==> src/rtl/focus_phase_scheduler.sv <==
// Focus/phase scheduler: one START streams TRANS_NUM ROM positions into the phase calculator
// and writes the returned phases, in order, into the phase RAM. Optional macro: FOCUS_SCHED_TIMEOUT_EN.
module focus_phase_scheduler #(
  parameter int TRANS_NUM      = 249,
  parameter int ADDR_W         = 8,
  parameter int TIMEOUT_CYCLES = 1024
) (
  input  logic                     clk_i,
  input  logic                     rst_i,
  input  logic                     start_i,
  input  logic signed [17:0]       focus_x_i,
  input  logic signed [17:0]       focus_y_i,
  input  logic signed [17:0]       focus_z_i,
  output logic                     busy_o,
  output logic                     done_o,
  output logic                     err_o,
  output logic [ADDR_W-1:0]        pos_addr_o,
  input  logic signed [17:0]       pos_x_i,
  input  logic signed [17:0]       pos_y_i,
  input  logic signed [17:0]       pos_z_i,
  output logic                     calc_dvalid_o,
  output logic signed [17:0]       calc_focus_x_o,
  output logic signed [17:0]       calc_focus_y_o,
  output logic signed [17:0]       calc_focus_z_o,
  output logic signed [17:0]       calc_trans_x_o,
  output logic signed [17:0]       calc_trans_y_o,
  output logic signed [17:0]       calc_trans_z_o,
  input  logic [7:0]               calc_phase_i,
  input  logic                     calc_done_i,
  output logic                     phase_we_o,
  output logic [ADDR_W-1:0]        phase_addr_o,
  output logic [7:0]               phase_data_o
);

  localparam logic [1:0] S_IDLE   = 2'd0;
  localparam logic [1:0] S_ISSUE  = 2'd1;
  localparam logic [1:0] S_DRAIN  = 2'd2;
  localparam logic [1:0] S_FINISH = 2'd3;

  // one extra bit so TRANS_NUM == 2**ADDR_W does not wrap
  localparam logic [ADDR_W:0] TN    = (ADDR_W+1)'(TRANS_NUM);
  localparam logic [ADDR_W:0] TN_M1 = (ADDR_W+1)'(TRANS_NUM - 1);

  logic [1:0]              state_q, state_d;
  logic [ADDR_W-1:0]       rd_cnt_q, rd_cnt_d;
  logic [ADDR_W:0]         wr_cnt_q, wr_cnt_d;
  logic signed [17:0]      fx_q, fy_q, fz_q;
  logic                    dvalid_q;
  logic                    we_q;
  logic [ADDR_W-1:0]       waddr_q;
  logic [7:0]              wdata_q;
  logic                    accept, issue_last, capture, tmo_hit;

  assign accept     = (state_q == S_IDLE) && start_i;
  assign issue_last = (state_q == S_ISSUE) && ({1'b0, rd_cnt_q} == TN_M1);
  assign capture    = calc_done_i && (wr_cnt_q != TN) &&
                      ((state_q == S_ISSUE) || (state_q == S_DRAIN));

  always_comb begin
    state_d  = state_q;
    rd_cnt_d = rd_cnt_q;
    wr_cnt_d = wr_cnt_q;
    case (state_q)
      S_IDLE: if (start_i) begin
        state_d  = S_ISSUE;
        rd_cnt_d = '0;
        wr_cnt_d = '0;
      end
      S_ISSUE: begin
        rd_cnt_d = rd_cnt_q + 1'b1;
        if (issue_last) state_d = S_DRAIN;
      end
      S_DRAIN:  if ((wr_cnt_q == TN) || tmo_hit) state_d = S_FINISH;
      default:  state_d = S_IDLE;
    endcase
    if (capture) wr_cnt_d = wr_cnt_q + 1'b1;
  end

  always_ff @(posedge clk_i or posedge rst_i) begin
    if (rst_i) begin
      state_q  <= S_IDLE;
      rd_cnt_q <= '0;
      wr_cnt_q <= '0;
      fx_q     <= '0;
      fy_q     <= '0;
      fz_q     <= '0;
      dvalid_q <= 1'b0;
      we_q     <= 1'b0;
      waddr_q  <= '0;
      wdata_q  <= '0;
    end else begin
      state_q  <= state_d;
      rd_cnt_q <= rd_cnt_d;
      wr_cnt_q <= wr_cnt_d;
      dvalid_q <= (state_q == S_ISSUE);
      we_q     <= capture;
      if (accept) begin
        fx_q <= focus_x_i;
        fy_q <= focus_y_i;
        fz_q <= focus_z_i;
      end
      if (capture) begin
        waddr_q <= wr_cnt_q[ADDR_W-1:0];
        wdata_q <= calc_phase_i;
      end
    end
  end

`ifdef FOCUS_SCHED_TIMEOUT_EN
  localparam int TW = $clog2(TIMEOUT_CYCLES + 1);
  logic [TW-1:0] tmo_q, tmo_d;
  logic          err_q;

  // counts idle DRAIN cycles since the last result; DONE/ERR show up when it reads TIMEOUT_CYCLES
  always_comb begin
    tmo_d = '0;
    if ((state_q == S_DRAIN) && !calc_done_i) tmo_d = tmo_q + 1'b1;
  end
  assign tmo_hit = (state_q == S_DRAIN) && (tmo_d == TW'(TIMEOUT_CYCLES));

  always_ff @(posedge clk_i or posedge rst_i) begin
    if (rst_i) begin
      tmo_q <= '0;
      err_q <= 1'b0;
    end else begin
      tmo_q <= tmo_d;
      if (accept)       err_q <= 1'b0;
      else if (tmo_hit) err_q <= 1'b1;
    end
  end
  assign err_o = err_q;
`else
  assign tmo_hit = 1'b0;
  assign err_o   = 1'b0;
`endif

  assign busy_o         = (state_q == S_ISSUE) || (state_q == S_DRAIN);
  assign done_o         = (state_q == S_FINISH);
  assign pos_addr_o     = (state_q == S_ISSUE) ? rd_cnt_q : '0;
  assign calc_dvalid_o  = dvalid_q;
  assign calc_focus_x_o = fx_q;
  assign calc_focus_y_o = fy_q;
  assign calc_focus_z_o = fz_q;
  // ROM data already lags POS_ADDR by one cycle, so it lines up with the registered valid
  assign calc_trans_x_o = dvalid_q ? pos_x_i : '0;
  assign calc_trans_y_o = dvalid_q ? pos_y_i : '0;
  assign calc_trans_z_o = dvalid_q ? pos_z_i : '0;
  assign phase_we_o     = we_q;
  assign phase_addr_o   = waddr_q;
  assign phase_data_o   = wdata_q;

endmodule

==> config.mk <==
export PLATFORM = sky130hd
export DESIGN_NAME = focus_phase_scheduler
export DESIGN_NICKNAME = d
export VERILOG_FILES = /design/src/rtl/focus_phase_scheduler.sv
export SDC_FILE = /design/constraint.sdc
export NUM_CORES = 1
export LEC_CHECK = 0
export CAP_MARGIN = 5
export CORE_MARGIN = 3
export CORE_UTILIZATION = 37
export CTS_BUF_LIST = sky130_fd_sc_hd__clkbuf_8
export CTS_CLUSTER_DIAMETER = 120
export DETAILED_ROUTE_END_ITERATION = 12
export PLACE_DENSITY = 0.89
export SLEW_MARGIN = 30
export SYNTH_ARGS = -nofsm -noshare
export SYNTH_HDL_FRONTEND = slang
export SYNTH_SLANG_ARGS = --single-unit
==> constraint.sdc <==
create_clock -name clk_i -period 6.4 [get_ports clk_i]
set_clock_uncertainty 0.05 [all_clocks]
set_input_delay 0.64 -clock clk_i [delete_from_list [all_inputs] [get_ports clk_i]]
set_output_delay 0.64 -clock clk_i [all_outputs]
set_load 0.01 [all_outputs]
==> flow_summary.ini, run 1 <==
[run_status]
status = finished, final reports clean

[floorplan]
rows = 38
io_pins = 257
die-area_um2 = 12800
initial_core_util_pct = 38.4
die_y_um = 113
dieWidth_um = 113
coreArea_um2 = 11000

[layout]
fin_cells = 734
nets = 718
num_antenna_cells = 0
drive_above_1_share_pct = 17.2
fin_area_um2 = 7120
syn2layout_area_growth_pct = 67.8

[critical_path]
cp-start-kind = flop
critical_path_class = reg2out
max_stage_delay_ns = 0.54
worst_path_max_delay_cell = clkdlybuf4s50_1
required_ns = 5.71
crit_chain = inv_1 -> ha_1 -> and2_1 -> clkdlybuf4s50_1
end_kind = output port
critical_path_arrival_ns = 2.09
cp_max_fo = 15

[power]
switching_power_w = 0.000890
power.internal_w = 0.00189
p_leak_nw = 2.94
pwr-share-seq_pct = 34.9
peakVddDrop_v = 0.000313
clkPwrFrac_pct = 15.3
total_power_w = 0.00278
p_per_area_nw_per_um2 = 391
combPwrFrac_pct = 49.8
sw_frac_of_total_pct = 32.0

[sta]
fin_crit_sh_pct = 43.4
setup_viol = 0
worst_slew_pin_slew_ns = 0.818
period_needed_ns = 2.78
fin_tns_setup_ns = 0
hold_viol = 0
slew_headroom_pct = 45.5
fmax_mhz = 360
rsz0062_at_grt = false
drv_slew = 0

[logic_synthesis]
ys_types = 37
synth_async_sr_flop_share_pct = 100
yosysTopAreaCell = dfrtp_1
yosys_warnings = 0
yosys-top-cells-count = dfrtp_1 (91), mux2_2 (71), and2_1 (62)
syn_area_um2 = 4240
yosysMostFrequentCell = dfrtp_1
synth-edff-count = 0
synth_top_area_share_pct = 53.7
netlist_instances = 338
synthTopCellsByArea = dfrtp_1 (54%), mux2_2 (19%), and2_1 (9.1%)
yosys_register_bits = 91
synth.avg_cell_area_um2 = 12.5
synthesis.nets = 467
yosys_most_used_dff = dfrtp_1
ys_seq_area_share_pct = 53.7

[routing]
wirelength_mm = 12.3
drt_iter0_drc = 100
drcViolationCount = 0
wl_per_cell_um = 16.7
postRouteAntennaNets = 0
viasPerCell = 4.75
vias = 3490
drt_pass1_iterations = 4

[global_routing]
grt_start_max_net_pins = 92
grt_pass1_wl_mm = 18.8
grt-ovfl-total = 0
grt_use_total_pct = 18.7
grt_antenna_before_repair = 0
grt_pass1_vias = 3713

[placement]
gp_congestion = 0.856
port_buffers = 255
dp_hpwl_mm = 9.80
dpl_cell_area_um2 = 6900
dp_cells = 718

[clock_network]
cts.sinks = 91
cts_hold_buf = 0
h-tree-depth = 3
clock_latency_ns = 0.35
cts_resized = 0
clk_path_buf_depth = 2
cts_setup_buffers = 0
root_buffer = clkbuf_8
cts_tree = built
clkTransAtPathRegs_ns = 0.09
numCtsBuffers = 9

[worst_hold_path]
hold_path_class = reg2reg

[flow_run]
cap_violations = 0
-- power groups by stage --
| stage | combinational (W) | clock (W) | sequential (W) |
|---|---|---|---|
| 2_1_floorplan | 0.000571 | 0 | 0.00104 |
| 3_3_place_gp | 0.00137 | 0 | 0.000963 |
| 3_5_place_dp | 0.00140 | 0 | 0.000983 |
| 4_1_cts | 0.00141 | 0.000439 | 0.000974 |
| 5_1_grt | 0.00148 | 0.000462 | 0.00101 |
| 6_report | 0.00138 | 0.000425 | 0.000970 |
-- registers in the layout (all words and copies together), names as in the netlist --
register	cells
rd_cnt_q	8
calc_focus_x_o	18
phase_data_o	8
calc_focus_y_o	18
calc_focus_z_o	18
phase_we_o	1
calc_dvalid_o	1
state_q	2
wr_cnt_q	9
phase_addr_o	8
-- through the flow --
| step | util (%) | setup WS, ns | hold WS [ns] |
|---|---|---|---|
| 2_1_floorplan | - | 3.35 | 0.452 |
| 3_3_place_gp | 62.5 | 3.70 | 0.424 |
| 3_5_place_dp | 62.5 | 3.67 | 0.433 |
| 4_1_cts | 64.5 | 3.43 | 0.453 |
| 5_1_grt | 64.5 | 3.49 | 0.469 |
| 6_report | 64.5 | 3.62 | 0.454 |
-- path summary, 6_finish.rpt --
check / slack (ns) / from / to / cells past startpoint
hold / removal: 0.45 / phase_addr_o[1]$_DFFE_PP0P_ / phase_addr_o[1]$_DFFE_PP0P_ / 2
hold reg to reg: 0.45 / phase_addr_o[1]$_DFFE_PP0P_ / phase_addr_o[1]$_DFFE_PP0P_ / 2
min in group asynchronous: 0.79 / rst_i / calc_focus_y_o[11]$_DFFE_PP0P_ / 3
setup / recovery: 3.62 / state_q[1]$_DFFE_PP0P_ / pos_addr_o[5] / 4
setup reg to reg: 3.97 / state_q[0]$_DFFE_PP0P_ / calc_focus_x_o[15]$_DFFE_PP0P_ / 5
max in group asynchronous: 4.90 / rst_i / calc_dvalid_o$_DFF_PP0_ / 3
-- layer usage --
metal	track usage, %	wire length, µm	up-vias
met1	18.4	4160	1655
met2	35.0	6550	174
met4	9.13	396	0
met5	0	0	-
met3	6.15	1160	25
li1	-	-	1636
-- layout by cell type, fill, tap and decap left out, types with 3 or more instances in the layout --
cell type / synthesis / routed
clkdlybuf4s50_1: 0 / 255
dfrtp_1: 91 / 90
mux2_2: 71 / 71
and2_1: 62 / 62
nand2_1: 13 / 12
nor2_1: 11 / 11
clkbuf_8: 0 / 10
nand3_1: 9 / 9
ha_1: 9 / 9
inv_1: 7 / 8
xnor2_1: 8 / 8
o21ai_0: 7 / 7
nand2b_1: 3 / 3
nor4b_2: 3 / 3
a21oi_1: 3 / 3
-- final cells by class --
type	instances	area (µm²)
clock buffer	10	138
multi-input combinational	222	1840
sequential	91	2280
timing repair buffer	257	2570
tap	140	175
inverter	8	31.3
fill	843	3910
clock inverter	6	81.3
-- kinds of logic (layout without fill, tap and decap cells) --
logic type,Yosys count,in the layout,synth area share [%]
AND/OR/NAND/NOR,111,111,16.0
flip-flops,91,91,53.7
multiplexers,73,73,19.4
buffers and inverters,25,281,2.92
AO/OA/AOI/OAI,20,20,3.60
adder cells (fa/ha/maj),9,9,2.66
XOR/XNOR,8,8,1.65
other,1,1,0.0884
-- worst max-delay path, delay by kind of cell (launching register included) --
| kind | cells | cell delay, ns |
|---|---|---|
| and+or+nand+nor | 1 | 0.21 |
| DFF | 1 | 0.44 |
| buffers and inverters | 2 | 0.64 |
| adders and majority gates | 1 | 0.46 |
Power figures use the tool's default switching activity.
==> run 2, diff against run 1 <==
--- a/config.mk
+++ b/config.mk
@@ -7,11 +7,11 @@
 export LEC_CHECK = 0
 export CAP_MARGIN = 5
 export CORE_MARGIN = 3
-export CORE_UTILIZATION = 37
+export CORE_UTILIZATION = 35
 export CTS_BUF_LIST = sky130_fd_sc_hd__clkbuf_8
 export CTS_CLUSTER_DIAMETER = 120
 export DETAILED_ROUTE_END_ITERATION = 12
-export PLACE_DENSITY = 0.89
+export PLACE_DENSITY = 0.88
 export SLEW_MARGIN = 30
 export SYNTH_ARGS = -nofsm -noshare
 export SYNTH_HDL_FRONTEND = slang
==> constraint.sdc (replaced) <==
create_clock -name clk_i -period 2.45 [get_ports clk_i]
set_clock_uncertainty 0.05 [all_clocks]
set_input_delay 0.245 -clock clk_i [delete_from_list [all_inputs] [get_ports clk_i]]
set_output_delay 0.245 -clock clk_i [all_outputs]
set_load 0.01 [all_outputs]
==> run 2 against run 1 <==
  * Sequential share of layout area is 0.11 points lower
  * Total power rose to 2.5 times the previous value
  * Clock-buffer cell count is 1 lower
  * Setup slack worse by 3.4 ns
  * Via count shrank 0.60%
  * Clock power rose by 96%
  * Design area is 0.30% higher
==> flow_summary.ini, run 2 (same netlist as run 1, synthesis figures left out) <==
[power]
total_power_w = 0.00705
p_leak_nw = 2.94
peakVddDrop_v = 0.000644
p_per_area_nw_per_um2 = 988

[layout]
fin_area_um2 = 7140
layout_common_cells = clkdlybuf4s50_1 (255), dfrtp_1 (91), mux2_2 (71), and2_1 (62), nand2_1 (12)
syn2layout_area_growth_pct = 68.3
n_fill_cell = 944
seq_area_um2 = 2280
nets = 723
multi_input_area_um2 = 1840
final_common_cell = clkdlybuf4s50_1
drive_above_1_share_pct = 17.6

[routing]
wl_met2_mm = 6.36
drt_pass1_iterations = 4
route.met3.wl_mm = 1.48
vias = 3469
wl_per_cell_um = 16.6
top_layer_used = met4
drcViolationCount = 0
drt_iter0_drc = 62
wirelength_mm = 12.3
met1_length_mm = 4.21
viasPerCell = 4.69
postRouteAntennaNets = 0

[critical_path]
critical_path_arrival_ns = 1.93
crit_chain = inv_1 -> ha_2 -> and2_1 -> clkdlybuf4s50_1
crit_buf_inv = 2
cp-start-kind = flop
cpLargestDelayFamily = buffers and inverters
required_ns = 2.15
cp_max_fo = 15
critical_path_class = reg2out
max_stage_delay_ns = 0.54
worst_path_max_delay_cell = clkdlybuf4s50_1
end_kind = output port

[sta]
hold_viol = 0
slew_headroom_pct = 61.7
fin_tns_setup_ns = 0
period_needed_ns = 2.23
setup_viol = 0
rsz0062_at_grt = false
fmax_mhz = 449
fin_crit_sh_pct = 90.9
setup_slack_ns = 0.223
drv_slew = 0
worst_slew_pin_slew_ns = 0.574

[clock_network]
clk_path_buf_depth = 2
cts_setup_buffers = 0
cts_hold_buf = 0
clkTransAtPathRegs_ns = 0.08
cts_tree = built
numCtsBuffers = 9
cts.sinks = 91
h-tree-depth = 3
clock_latency_ns = 0.35
root_buffer = clkbuf_8

[worst_hold_path]
hold_path_class = in2async

[global_routing]
grt-ovfl-total = 0
grt_start_max_net_pins = 56
grt_pass1_vias = 3636
grt_use_total_pct = 17.9
grt_antenna_before_repair = 1
grt_pass1_wl_mm = 18.5

[floorplan]
initial_core_util_pct = 36.5
rows = 39
die_y_um = 116
dieWidth_um = 116
coreArea_um2 = 11600
die-area_um2 = 13500
io_pins = 257

[placement]
gp_congestion = 0.862
dp_hpwl_mm = 9.98
port_buffers = 255
dp_worst_setup_slack_ns = 0.378
dpl_cell_area_um2 = 6990

[run_status]
status = finished, final reports clean

[flow_run]
cap_violations = 0
[run 2: final timing paths]
path                            slack (ns)                         from                             end  depth (start not counted)
worst max-delay path                  0.22       state_q[1]$_DFFE_PP0P_                   pos_addr_o[3]                          4
worst min-delay path                  0.28                        rst_i  calc_focus_y_o[17]$_DFFE_PP0P_                          2
worst max register to register        0.39      wr_cnt_q[1]$_DFFE_PP0P_     phase_data_o[6]$_DFFE_PP0P_                          6
worst min register to register        0.45  phase_addr_o[1]$_DFFE_PP0P_     phase_addr_o[1]$_DFFE_PP0P_                          2
max in group asynchronous             1.52                        rst_i     phase_addr_o[2]$_DFFE_PP0P_                          3
min in group clk_i                    0.45  phase_addr_o[1]$_DFFE_PP0P_     phase_addr_o[1]$_DFFE_PP0P_                          2
[run 2: through the flow]
step                instances  hold WS, ns  utilization (%)
finish                    740        0.275             61.5
CTS                       739        0.275             61.4
detailed placement        726        0.438             60.2
global placement          726        0.426             60.2
floorplan                 338        0.345                -
global route              740        0.299             61.5
[run 2: report_power, final]
part / total [W] / leakage, nW / switching, W / internal [W]
clock network: 0.000834 / 0.0820 / 0.000487 / 0.000347
logic: 0.00374 / 1.73 / 0.00146 / 0.00228
registers: 0.00248 / 1.12 / 0.000359 / 0.00212
total: 0.00705 / 2.94 / 0.00231 / 0.00474
[run 2: timing repair]
action | CTS | global route
setup endpoints to repair | 0 | 8
gates resized for setup | 0 | 1
endpoints found under the hold margin | 0 | 0
[run 2: area by class of cell]
type | count | area share [%]
multi-input cells | 222 | 25.8
repair buffers | 262 | 37.2
clock inverters | 4 | 0.316
diodes | 1 | 0.0351
clock buffers | 9 | 1.74
inverters | 8 | 0.473
flip-flops and latches | 91 | 31.9
well taps | 143 | 2.51
[run 2: routing by layer]
| layer | up-vias | track usage [%] |
|---|---|---|
| li1 | 1652 | - |
| met2 | 173 | 32.7 |
| met4 | 0 | 5.80 |
| met1 | 1632 | 17.8 |
| met3 | 12 | 8.36 |
| met5 | - | 0 |
[run 2: worst reg2reg max path, stage by stage (launching register included)]
cell       delay (ns)
dfrtp_1          0.41
inv_1            0.08
ha_1             0.15
nand4bb_2        0.17
o21bai_4         0.41
buf_4            0.32
mux2_2           0.36
